### src/rtl/seven_seg_scanner_if.sv
// Value-update handshake between system logic and the seven-segment scanner.
// The master presents a hex value plus decimal points; the slave accepts it when ready.
interface seven_seg_scanner_if #(
  parameter int NUM_DIGITS = 4
);
  logic [4*NUM_DIGITS-1:0] value_i;
  logic [NUM_DIGITS-1:0]   dp_i;
  logic                    value_valid_i;
  logic                    value_ready_o;

  modport master (
    output value_i,
    output dp_i,
    output value_valid_i,
    input  value_ready_o
  );

  modport slave (
    input  value_i,
    input  dp_i,
    input  value_valid_i,
    output value_ready_o
  );
endinterface

### src/rtl/seven_seg_scanner.sv
// Time-multiplexed common-anode seven-segment scanner with dead-time between digits.
// Value updates are staged in a pending register and applied only at frame wraps.
module seven_seg_scanner #(
  parameter int NUM_DIGITS   = 4,
  parameter int CLK_DIV      = 100000,
  parameter int BLANK_CYCLES = 1000
) (
  input  logic                  clk,
  input  logic                  rst_n,
  seven_seg_scanner_if.slave    upd,
  input  logic [NUM_DIGITS-1:0] digit_en_i,
  input  logic                  lz_blank_i,
  output logic [6:0]            segs_o,
  output logic                  dp_o,
  output logic [NUM_DIGITS-1:0] an_o,
  output logic                  frame_o
);

  localparam int CNT_W = (CLK_DIV > 1) ? $clog2(CLK_DIV) : 1;
  localparam int IDX_W = (NUM_DIGITS > 1) ? $clog2(NUM_DIGITS) : 1;
  localparam int VAL_W = 4 * NUM_DIGITS;

  typedef enum logic {ST_BLANK = 1'b0, ST_DRIVE = 1'b1} state_e;

  state_e                  state_q, state_d;
  logic [CNT_W-1:0]        cnt_q, cnt_d;
  logic [IDX_W-1:0]        idx_q, idx_d;
  logic [VAL_W-1:0]        active_val_q, active_val_d;
  logic [NUM_DIGITS-1:0]   active_dp_q, active_dp_d;
  logic [VAL_W-1:0]        pend_val_q, pend_val_d;
  logic [NUM_DIGITS-1:0]   pend_dp_q, pend_dp_d;
  logic                    pend_vld_q, pend_vld_d;
  logic [NUM_DIGITS-1:0]   an_q, an_d;
  logic [6:0]              segs_q, segs_d;
  logic                    dp_q, dp_d;
  logic                    frame_q, frame_d;
  logic                    slot_end, frame_wrap;

  function automatic logic [6:0] hex_to_segs(input logic [3:0] h);
    case (h)
      4'h0: hex_to_segs = 7'h40;
      4'h1: hex_to_segs = 7'h79;
      4'h2: hex_to_segs = 7'h24;
      4'h3: hex_to_segs = 7'h30;
      4'h4: hex_to_segs = 7'h19;
      4'h5: hex_to_segs = 7'h12;
      4'h6: hex_to_segs = 7'h02;
      4'h7: hex_to_segs = 7'h78;
      4'h8: hex_to_segs = 7'h00;
      4'h9: hex_to_segs = 7'h10;
      4'hA: hex_to_segs = 7'h08;
      4'hB: hex_to_segs = 7'h03;
      4'hC: hex_to_segs = 7'h46;
      4'hD: hex_to_segs = 7'h21;
      4'hE: hex_to_segs = 7'h06;
      default: hex_to_segs = 7'h0E;
    endcase
  endfunction

  always_ff @(posedge clk or negedge rst_n) begin
    if (!rst_n) begin
      state_q      <= ST_BLANK;
      cnt_q        <= '0;
      idx_q        <= '0;
      active_val_q <= '0;
      active_dp_q  <= '0;
      pend_val_q   <= '0;
      pend_dp_q    <= '0;
      pend_vld_q   <= 1'b0;
      an_q         <= '1;
      segs_q       <= 7'h7F;
      dp_q         <= 1'b1;
      frame_q      <= 1'b0;
    end else begin
      state_q      <= state_d;
      cnt_q        <= cnt_d;
      idx_q        <= idx_d;
      active_val_q <= active_val_d;
      active_dp_q  <= active_dp_d;
      pend_val_q   <= pend_val_d;
      pend_dp_q    <= pend_dp_d;
      pend_vld_q   <= pend_vld_d;
      an_q         <= an_d;
      segs_q       <= segs_d;
      dp_q         <= dp_d;
      frame_q      <= frame_d;
    end
  end

  always_comb begin
    slot_end   = (cnt_q == CNT_W'(CLK_DIV - 1));
    frame_wrap = slot_end && (idx_q == IDX_W'(NUM_DIGITS - 1));
    cnt_d      = slot_end ? '0 : cnt_q + CNT_W'(1);
    idx_d      = idx_q;
    if (slot_end) idx_d = frame_wrap ? '0 : idx_q + IDX_W'(1);
    state_d    = (cnt_d < CNT_W'(BLANK_CYCLES)) ? ST_BLANK : ST_DRIVE;

    active_val_d = active_val_q;
    active_dp_d  = active_dp_q;
    pend_val_d   = pend_val_q;
    pend_dp_d    = pend_dp_q;
    pend_vld_d   = pend_vld_q;
    // A capture needs an empty pending slot, so it can never collide with the
    // wrap-time copy; a capture in the wrap cycle waits for the next wrap.
    if (frame_wrap && pend_vld_q) begin
      active_val_d = pend_val_q;
      active_dp_d  = pend_dp_q;
      pend_vld_d   = 1'b0;
    end
    if (upd.value_valid_i && !pend_vld_q) begin
      pend_val_d = upd.value_i;
      pend_dp_d  = upd.dp_i;
      pend_vld_d = 1'b1;
    end
  end

  logic [3:0] cur_digit;
  logic       lz_hit;
  logic       blanked;

  always_comb begin
    cur_digit = active_val_q[{idx_q, 2'b00} +: 4];
    // Shifting out the lower digits leaves zero only if this digit and all above are zero.
    lz_hit    = lz_blank_i && (idx_q != '0) &&
                ((active_val_q >> {idx_q, 2'b00}) == '0);
    blanked   = !digit_en_i[idx_q] || lz_hit;
    an_d      = '1;
    segs_d    = 7'h7F;
    dp_d      = 1'b1;
    frame_d   = frame_wrap;
    if (state_q == ST_DRIVE && !blanked) begin
      an_d[idx_q] = 1'b0;
      segs_d      = hex_to_segs(cur_digit);
      dp_d        = ~active_dp_q[idx_q];
    end
  end

  assign an_o              = an_q;
  assign segs_o            = segs_q;
  assign dp_o              = dp_q;
  assign frame_o           = frame_q;
  assign upd.value_ready_o = ~pend_vld_q;

endmodule

### src/flat_wrapper.sv
// flat-port wrapper written by rule: the top's interface ports become plain ports
module seven_seg_scanner_flat 
#(
  parameter int NUM_DIGITS   = 4,
  parameter int CLK_DIV      = 100000,
  parameter int BLANK_CYCLES = 1000
)
  (clk, rst_n, digit_en_i, lz_blank_i, segs_o, dp_o, an_o, frame_o, upd_value_i, upd_dp_i, upd_value_valid_i, upd_value_ready_o);
  seven_seg_scanner_if #(.NUM_DIGITS(NUM_DIGITS)) upd_i ();
  input  logic clk;
  input  logic rst_n;
  input  logic [NUM_DIGITS-1:0] digit_en_i;
  input  logic lz_blank_i;
  output logic [6:0] segs_o;
  output logic dp_o;
  output logic [NUM_DIGITS-1:0] an_o;
  output logic frame_o;
  input wire logic [$bits(upd_i.value_i)-1:0] upd_value_i;
  input wire logic [$bits(upd_i.dp_i)-1:0] upd_dp_i;
  input wire logic [$bits(upd_i.value_valid_i)-1:0] upd_value_valid_i;
  output wire logic [$bits(upd_i.value_ready_o)-1:0] upd_value_ready_o;
  assign upd_i.value_i = upd_value_i;
  assign upd_i.dp_i = upd_dp_i;
  assign upd_i.value_valid_i = upd_value_valid_i;
  assign upd_value_ready_o = upd_i.value_ready_o;
  seven_seg_scanner #(.NUM_DIGITS(NUM_DIGITS), .CLK_DIV(CLK_DIV), .BLANK_CYCLES(BLANK_CYCLES)) u_core (.clk(clk), .rst_n(rst_n), .upd(upd_i), .digit_en_i(digit_en_i), .lz_blank_i(lz_blank_i), .segs_o(segs_o), .dp_o(dp_o), .an_o(an_o), .frame_o(frame_o));
endmodule
### config.mk
export PLATFORM = sky130hd
export DESIGN_NAME = seven_seg_scanner_flat
export DESIGN_NICKNAME = d
export VERILOG_FILES = /design/src/rtl/seven_seg_scanner_if.sv /design/src/rtl/seven_seg_scanner.sv /design/src/flat_wrapper.sv
export SDC_FILE = /design/constraint.sdc
export NUM_CORES = 1
export LEC_CHECK = 0
export CAP_MARGIN = 30
export CORE_ASPECT_RATIO = 1.1
export CORE_UTILIZATION = 29
export CTS_BUF_LIST = sky130_fd_sc_hd__clkbuf_2
export DETAILED_ROUTE_END_ITERATION = 10
export DONT_BUFFER_PORTS = 1
export GPL_TIMING_DRIVEN = 0
export SETUP_SLACK_MARGIN = 0.3
export SLEW_MARGIN = 0
export SYNTH_ARGS = -nofsm -noshare
export SYNTH_HDL_FRONTEND = slang
export SYNTH_SLANG_ARGS = --single-unit
### constraint.sdc
create_clock -name clk -period 2.5 [get_ports clk]
set_input_delay 0.5 -clock clk [delete_from_list [all_inputs] [get_ports clk]]
set_output_delay 0.5 -clock clk [all_outputs]
set_load 0.05 [all_outputs]
==> After elaboration in Yosys (flattened, before gate mapping) <==
Memories as Yosys holds them, arrays and structs flattened.
Index checks and enable logic that the tools add are counted.
{ "word_totals": {"reg_bits": 74, "romBits": 112, "inputBits": 28, "out_inout_bits": 14, "wordCells": 53, "memories": 1} }
{ "mem_list": {"columns": ["name", "depth", "width", "read_ports", "rd_clocked_by_memory_dff", "write_ports", "line", "source"], "rows": [
  ["(name not given)", 16, 7, 1, 0, 0, "seven_seg_scanner.sv:40", "case (h)"]
]} }
{ "classes": {"addsub": 2, "order_cmp": 3, "eq_ne": 2, "n_shift": 2, "muxes": 14, "bitwise": 3, "reduce_logical": 14} }
{ "op_table": {"columns": ["cell", "count"], "rows": [
  ["$add A17 B1 Y17 const B", 1],
  ["$eq A17 B17 Y1 const B", 1],
  ["$lt A17 B10 Y1 const B", 1],
  ["$mux W17", 1],
  ["$logic_not A16 Y1", 1],
  ["$shiftx A16 B5 Y4", 1],
  ["$shr A16 B4 Y16", 1],
  ["$logic_and A1 B1 Y1", 7],
  ["$mux W1", 7],
  ["$mux W7", 1],
  ["$bmux W1 S2", 2],
  ["$mux W4", 1],
  ["$not A4 Y4", 1],
  ["$reduce_bool A2 Y1", 2],
  ["$logic_not A1 Y1", 3],
  ["$lt A2 B3 Y1 const B", 1],
  ["$add A2 B1 Y2 const B", 1],
  ["$demux W1 S2", 1],
  ["$eq A2 B2 Y1 const B", 1],
  ["$ge A2 B1 Y1 const B", 1],
  ["$mux W2", 1],
  ["$not A1 Y1", 2],
  ["$logic_or A1 B1 Y1", 1]
]} }

==> Depth between registers and ports, before layout <==
{ "logic_depth": {"ltp_word": 7, "ltp_mapped": 8} }

==> Worst setup path after synthesis <==
Ideal clock, no wire load.
{ "synth_path": {"path_kind": "flip-flop to flip-flop", "startpoint": "register u_core.idx_q[0]", "endpoint": "register u_core.segs_q[3], in the netlist u_core.segs_o[3]", "setup_ns": 0.085, "arrival_time_ns": 2.063, "required_ns": 2.415, "slack_ns": 0.352, "stages_incl_launch_ff": 8, "n_path_buf": 1, "synth_period_minus_slack_ns": 2.148, "cell_sequence": "dfrtp_1 > buf_2 > mux4_2 > inv_1 > ha_1 > inv_1 > mux4_2 > nand2b_1"} }
{ "synth_via": {"elab_chain_len": 7, "word_cells_on_any_way": 14, "classes_between": "2 x shift; 3 x mux; 8 x reduce/logical; 1 x memory"} }
{ "synth_rtl": {"columns": ["element", "line", "source"], "rows": [
  ["start: declaration", "seven_seg_scanner.sv:27", "logic [IDX_W-1:0] idx_q, idx_d;"],
  ["start signal: assignment", "seven_seg_scanner.sv:77", "idx_q <= idx_d;"],
  ["branches (longest 6 deep; another with $mem_v2 Z16 W7)", null, null],
  ["$mux W7 *", "seven_seg_scanner.sv:131", "if (state_q == ST_DRIVE && !blanked) begin"],
  ["named net u_core.segs_d[3]", "seven_seg_scanner.sv:34", "logic [6:0] segs_q, segs_d;"],
  ["end signal: assignment", "seven_seg_scanner.sv:84", "segs_q <= segs_d;"],
  ["end: declaration", "seven_seg_scanner.sv:34", null]
]} }
Mark *: on every way through the listed nets, which the timed path passes. The select of a mux whose other input is x is not followed.
A chain may end at the register's enable or synchronous reset.

==> Worst setup path in the final report <==
{ "layout_path": {"startpoint": "register u_core.cnt_q[6]", "endpoint": "register u_core.active_dp_q[0]"} }
{ "layout_via": {"elab_chain_len": 3} }
{ "layout_rtl": {"columns": ["element", "line", "source"], "rows": [
  ["start: declaration", "seven_seg_scanner.sv:26", "logic [CNT_W-1:0] cnt_q, cnt_d;"],
  ["start signal: assignment", "seven_seg_scanner.sv:76", "cnt_q <= cnt_d;"],
  ["$eq A17 B17 Y1", "seven_seg_scanner.sv:91", "slot_end = (cnt_q == CNT_W'(CLK_DIV - 1));"],
  ["$logic_and A1 B1 Y1", "seven_seg_scanner.sv:92", "frame_wrap = slot_end && (idx_q == IDX_W'(NUM_DIGITS - 1));"],
  ["$logic_and A1 B1 Y1", "seven_seg_scanner.sv:105", "if (frame_wrap && pend_vld_q) begin"],
  ["end signal: assignment", "seven_seg_scanner.sv:79", "active_dp_q <= active_dp_d;"],
  ["end: declaration", "seven_seg_scanner.sv:29", "logic [NUM_DIGITS-1:0] active_dp_q, active_dp_d;"]
]} }
No other way between the ends.

==> reports/qor.yml <==
sta:
  post-route-min-period_ns: 2.20
  rsz0062_at_grt: "yes"
  clock_skew_ns: 0.0224
  timing.hold.ws_ns: 0.0915
  setup_ws_ns: 0.297
  timing.fmax_ghz: 0.454
  setup_viol: 0
  max_slew_margin_pct: 63.0
  timing.final.crit_share_pct: 88.1
  worst_pin_slew_ns: 0.555
  finalHoldViolations: 0
  slew_violations: 0
yosys:
  syn_area_per_cell_um2: 12.9
  synthFlopType: "dfrtp_1"
  synthCells: 276
  synth-seq-cells: 74
  syn_area_mm2: 0.00357
  synth_fp_nets: 314
  yosysSeqAreaShare_pct: 52.3
  synth_enable_flop_cells: 0
  async_flop_share_pct: 100
  yosys_warnings: 0
  synth_cell_types: 47
worst_hold_path:
  hp-class: "in -> reg"
  min_to: "u_core.pend_vld_q$_DFFE_PN0P_"
  hold_path_depth: 1
  hold_path_startpoint: "upd_value_valid_i"
clock_tree:
  cts_tree: "built"
  clockBufferDepth: 2
  cts_buffers: 9
  cts-htree-levels: 3
  cts.reportedPaths.clkPinSlew_ns: 0.21
  clk_latency_ns: 0.52
  clock-sinks: 74
  root_buffer: "clkbuf_2"
cells_and_area:
  drive_above_1_share_pct: 40.1
  nNetsFinal: 351
  area_delta_synth_final_pct: 17.9
  final_cells: 471
  design_area_mm2: 0.00421
  antenna_cells: 0
  n_fill_cell: 1177
global_routing:
  grt_start_max_net_pins: 75
  antenna_found_initial: 0
  grt_pass1_wl_um: 12000
  grt_pass1_vias: 2325
  grtUsageTotal_pct: 12.3
  overflow: 0
floorplan:
  core_region_area_mm2: 0.0120
  fp.dieW_um: 108
  io_pins: 42
  die_h_um: 118
  start_util_pct: 29.7
  rows: 42
  dieArea_mm2: 0.0128
drt:
  routed_via_density: 4.77
  via_count: 2248
  first_pass_iters: 4
  wirelength_um: 7350
  drt_iter0_markers: 116
  wire_per_inst_um: 15.6
  detail-route-antenna-nets: 0
  drc: 0
placed_design:
  gp_congestion: 0.841
  dp.final_hpwl_um: 5000
  io_buffer_count: 0
  dpl_worst_slack_ns: -0.146
  place_area_mm2: 0.00376
  dpl.cell_count: 430
critical_path:
  ff2ff_path_depth: 6
  arrival_ns: 2.63
  required_ns: 2.92
  r2r_slack_ns: 0.30
  path_cells: "buf_6 -> or4b_4 -> nor4_4 -> nand3_4 -> buf_6 -> mux2_4"
  cp_slowest_stage_delay_ns: 0.51
  r2r-end: "u_core.active_dp_q[0]$_DFFE_PN0P_"
  path_max_fanout: 10
  r2r-start: "u_core.cnt_q[6]$_DFF_PN0_"
  critPathLaunchType: "flop"
  cp_slowest_cell: "or4b_4"
  cpMostUsedCell: "buf_6"
  cp-end-kind: "flop"
  path_class: "reg -> reg"
power:
  finalPower_w: 0.00199
  powerDensity_mw_per_mm2: 472
  ir_drop_v: 0.000280
  p_leak_nw: 1.80
run_status:
  status: "finished clean"
run:
  max_cap_violations: 0
Yosys cell counts (6+ instances only):
library cell  number  area [um^2]
nor3_1             6         30.0
mux4_2             7          158
xnor2_1            8         70.1
mux2_2            22          248
xor2_1             7         61.3
nand3_1            6         30.0
dfrtp_1           62         1550
nand2_1           20         75.1
ha_1              10          125
nand4_1            7         43.8
dfstp_2           12          315
nor2_1             8         30.0
mux2_4            19          285
inv_1             13         48.8
critical path, delay by kind of cell, from the launching register on:
kind,cells,cell delay [ns]
and+or+nand+nor,3,1.07
muxes,1,0.30
buffers and inverters,2,0.32
DFF,1,0.42
sequential cells by signal (all words and copies together), names as in the netlist, 2 cells and up:
name / cells
u_core.active_dp_q: 4
u_core.active_val_q: 16
u_core.an_o: 4
u_core.cnt_q: 17
u_core.idx_q: 2
u_core.pend_dp_q: 4
u_core.pend_val_q: 16
u_core.segs_o: 7
kinds of logic (layout without fill, tap and decap cells):
group | count (synthesis) | count (layout) | share of synthesized area, %
AO/OA/AOI/OAI | 25 | 25 | 4.80
XOR/XNOR | 15 | 15 | 3.68
adder cells (fa/ha/maj) | 10 | 10 | 3.51
buffers and inverters | 26 | 67 | 3.58
flip-flops | 74 | 74 | 52.3
multiplexers | 50 | 50 | 19.9
AND/OR/NAND/NOR | 76 | 76 | 12.2
where the power goes:
group          total [W]  switching, W  internal (W)
Sequential       0.00126     0.0000221       0.00124
Clock           0.000654      0.000425      0.000229
Combinational  0.0000705     0.0000321     0.0000383
Total            0.00199      0.000480       0.00151
timing repair:
item | 4_1_cts | 5_1_grt
setup buffers | 7 | 15
setup endpoints to repair | 34 | 32
endpoints found under the hold margin | 74 | 0
cloned | 1 | 1
pin swaps | 2 | 9
resized for setup | 8 | 16
hold buffers | 2 | 0
cell usage in the layout, fill, tap and decap left out, types with 6 or more instances in the layout:
master    netlist  routed
dfrtp_1        62      60
xor2_1          7       7
ha_1           10       8
dfstp_2        12      12
buf_4           1      23
clkbuf_2        0      11
nor2_1          8       8
mux4_2          7       7
nand3_1         6       6
nand2_1        20      20
mux2_2         22      22
mux2_4         19      19
nand4_1         7       7
xnor2_1         8       8
inv_1          13      12
area by class of cell:
| type | instances | area (um^2) | share of cell area, % |
|---|---|---|---|
| buffer | 13 | 109 | 2.59 |
| clock buffer | 9 | 45.0 | 1.07 |
| clock inverter | 6 | 68.8 | 1.63 |
| inverter | 13 | 48.8 | 1.16 |
| multi-input combinational | 176 | 1640 | 39.0 |
| sequential | 74 | 1870 | 44.4 |
| tap | 154 | 193 | 4.58 |
| timing repair buffer | 26 | 233 | 5.53 |
worst max-delay path by stage:
stage | to | startpoint | slack, ns
floorplan | u_core.segs_o[3]$_DFF_PN1_ | u_core.idx_q[0]$_DFFE_PN0N_ | 0.35
global placement | u_core.segs_o[4]$_DFF_PN1_ | u_core.idx_q[1]$_DFFE_PN0N_ | -0.08
detailed placement | u_core.segs_o[4]$_DFF_PN1_ | u_core.idx_q[1]$_DFFE_PN0N_ | -0.15
CTS | u_core.segs_o[2]$_DFF_PN1_ | u_core.idx_q[0]$_DFFE_PN0N_ | 0.30
global route | u_core.state_q$_DFF_PN0_ | u_core.cnt_q[11]$_DFF_PN0_ | 0.15
finish | u_core.active_dp_q[0]$_DFFE_PN0P_ | u_core.cnt_q[6]$_DFF_PN0_ | 0.30
layer usage:
metal | up-vias | share of wire, % | global-route usage (%)
li1 | 1061 | - | -
met1 | 1131 | 46 | 15.9
met2 | 47 | 48 | 19.2
met3 | 9 | 4.3 | 4.30
met4 | 0 | 1.1 | 3.77
met5 | - | 0 | 0
per-stage QoR:
stage | utilization (%) | setup TNS (ns)
after floorplan | - | 0
after CTS | 33.2 | 0
final | 35.0 | 0
after detailed placement | 31.3 | -0.604
after global placement | 31.3 | -0.198
after global routing | 35.0 | 0
Note: power is estimated with default switching activity, not from simulation.
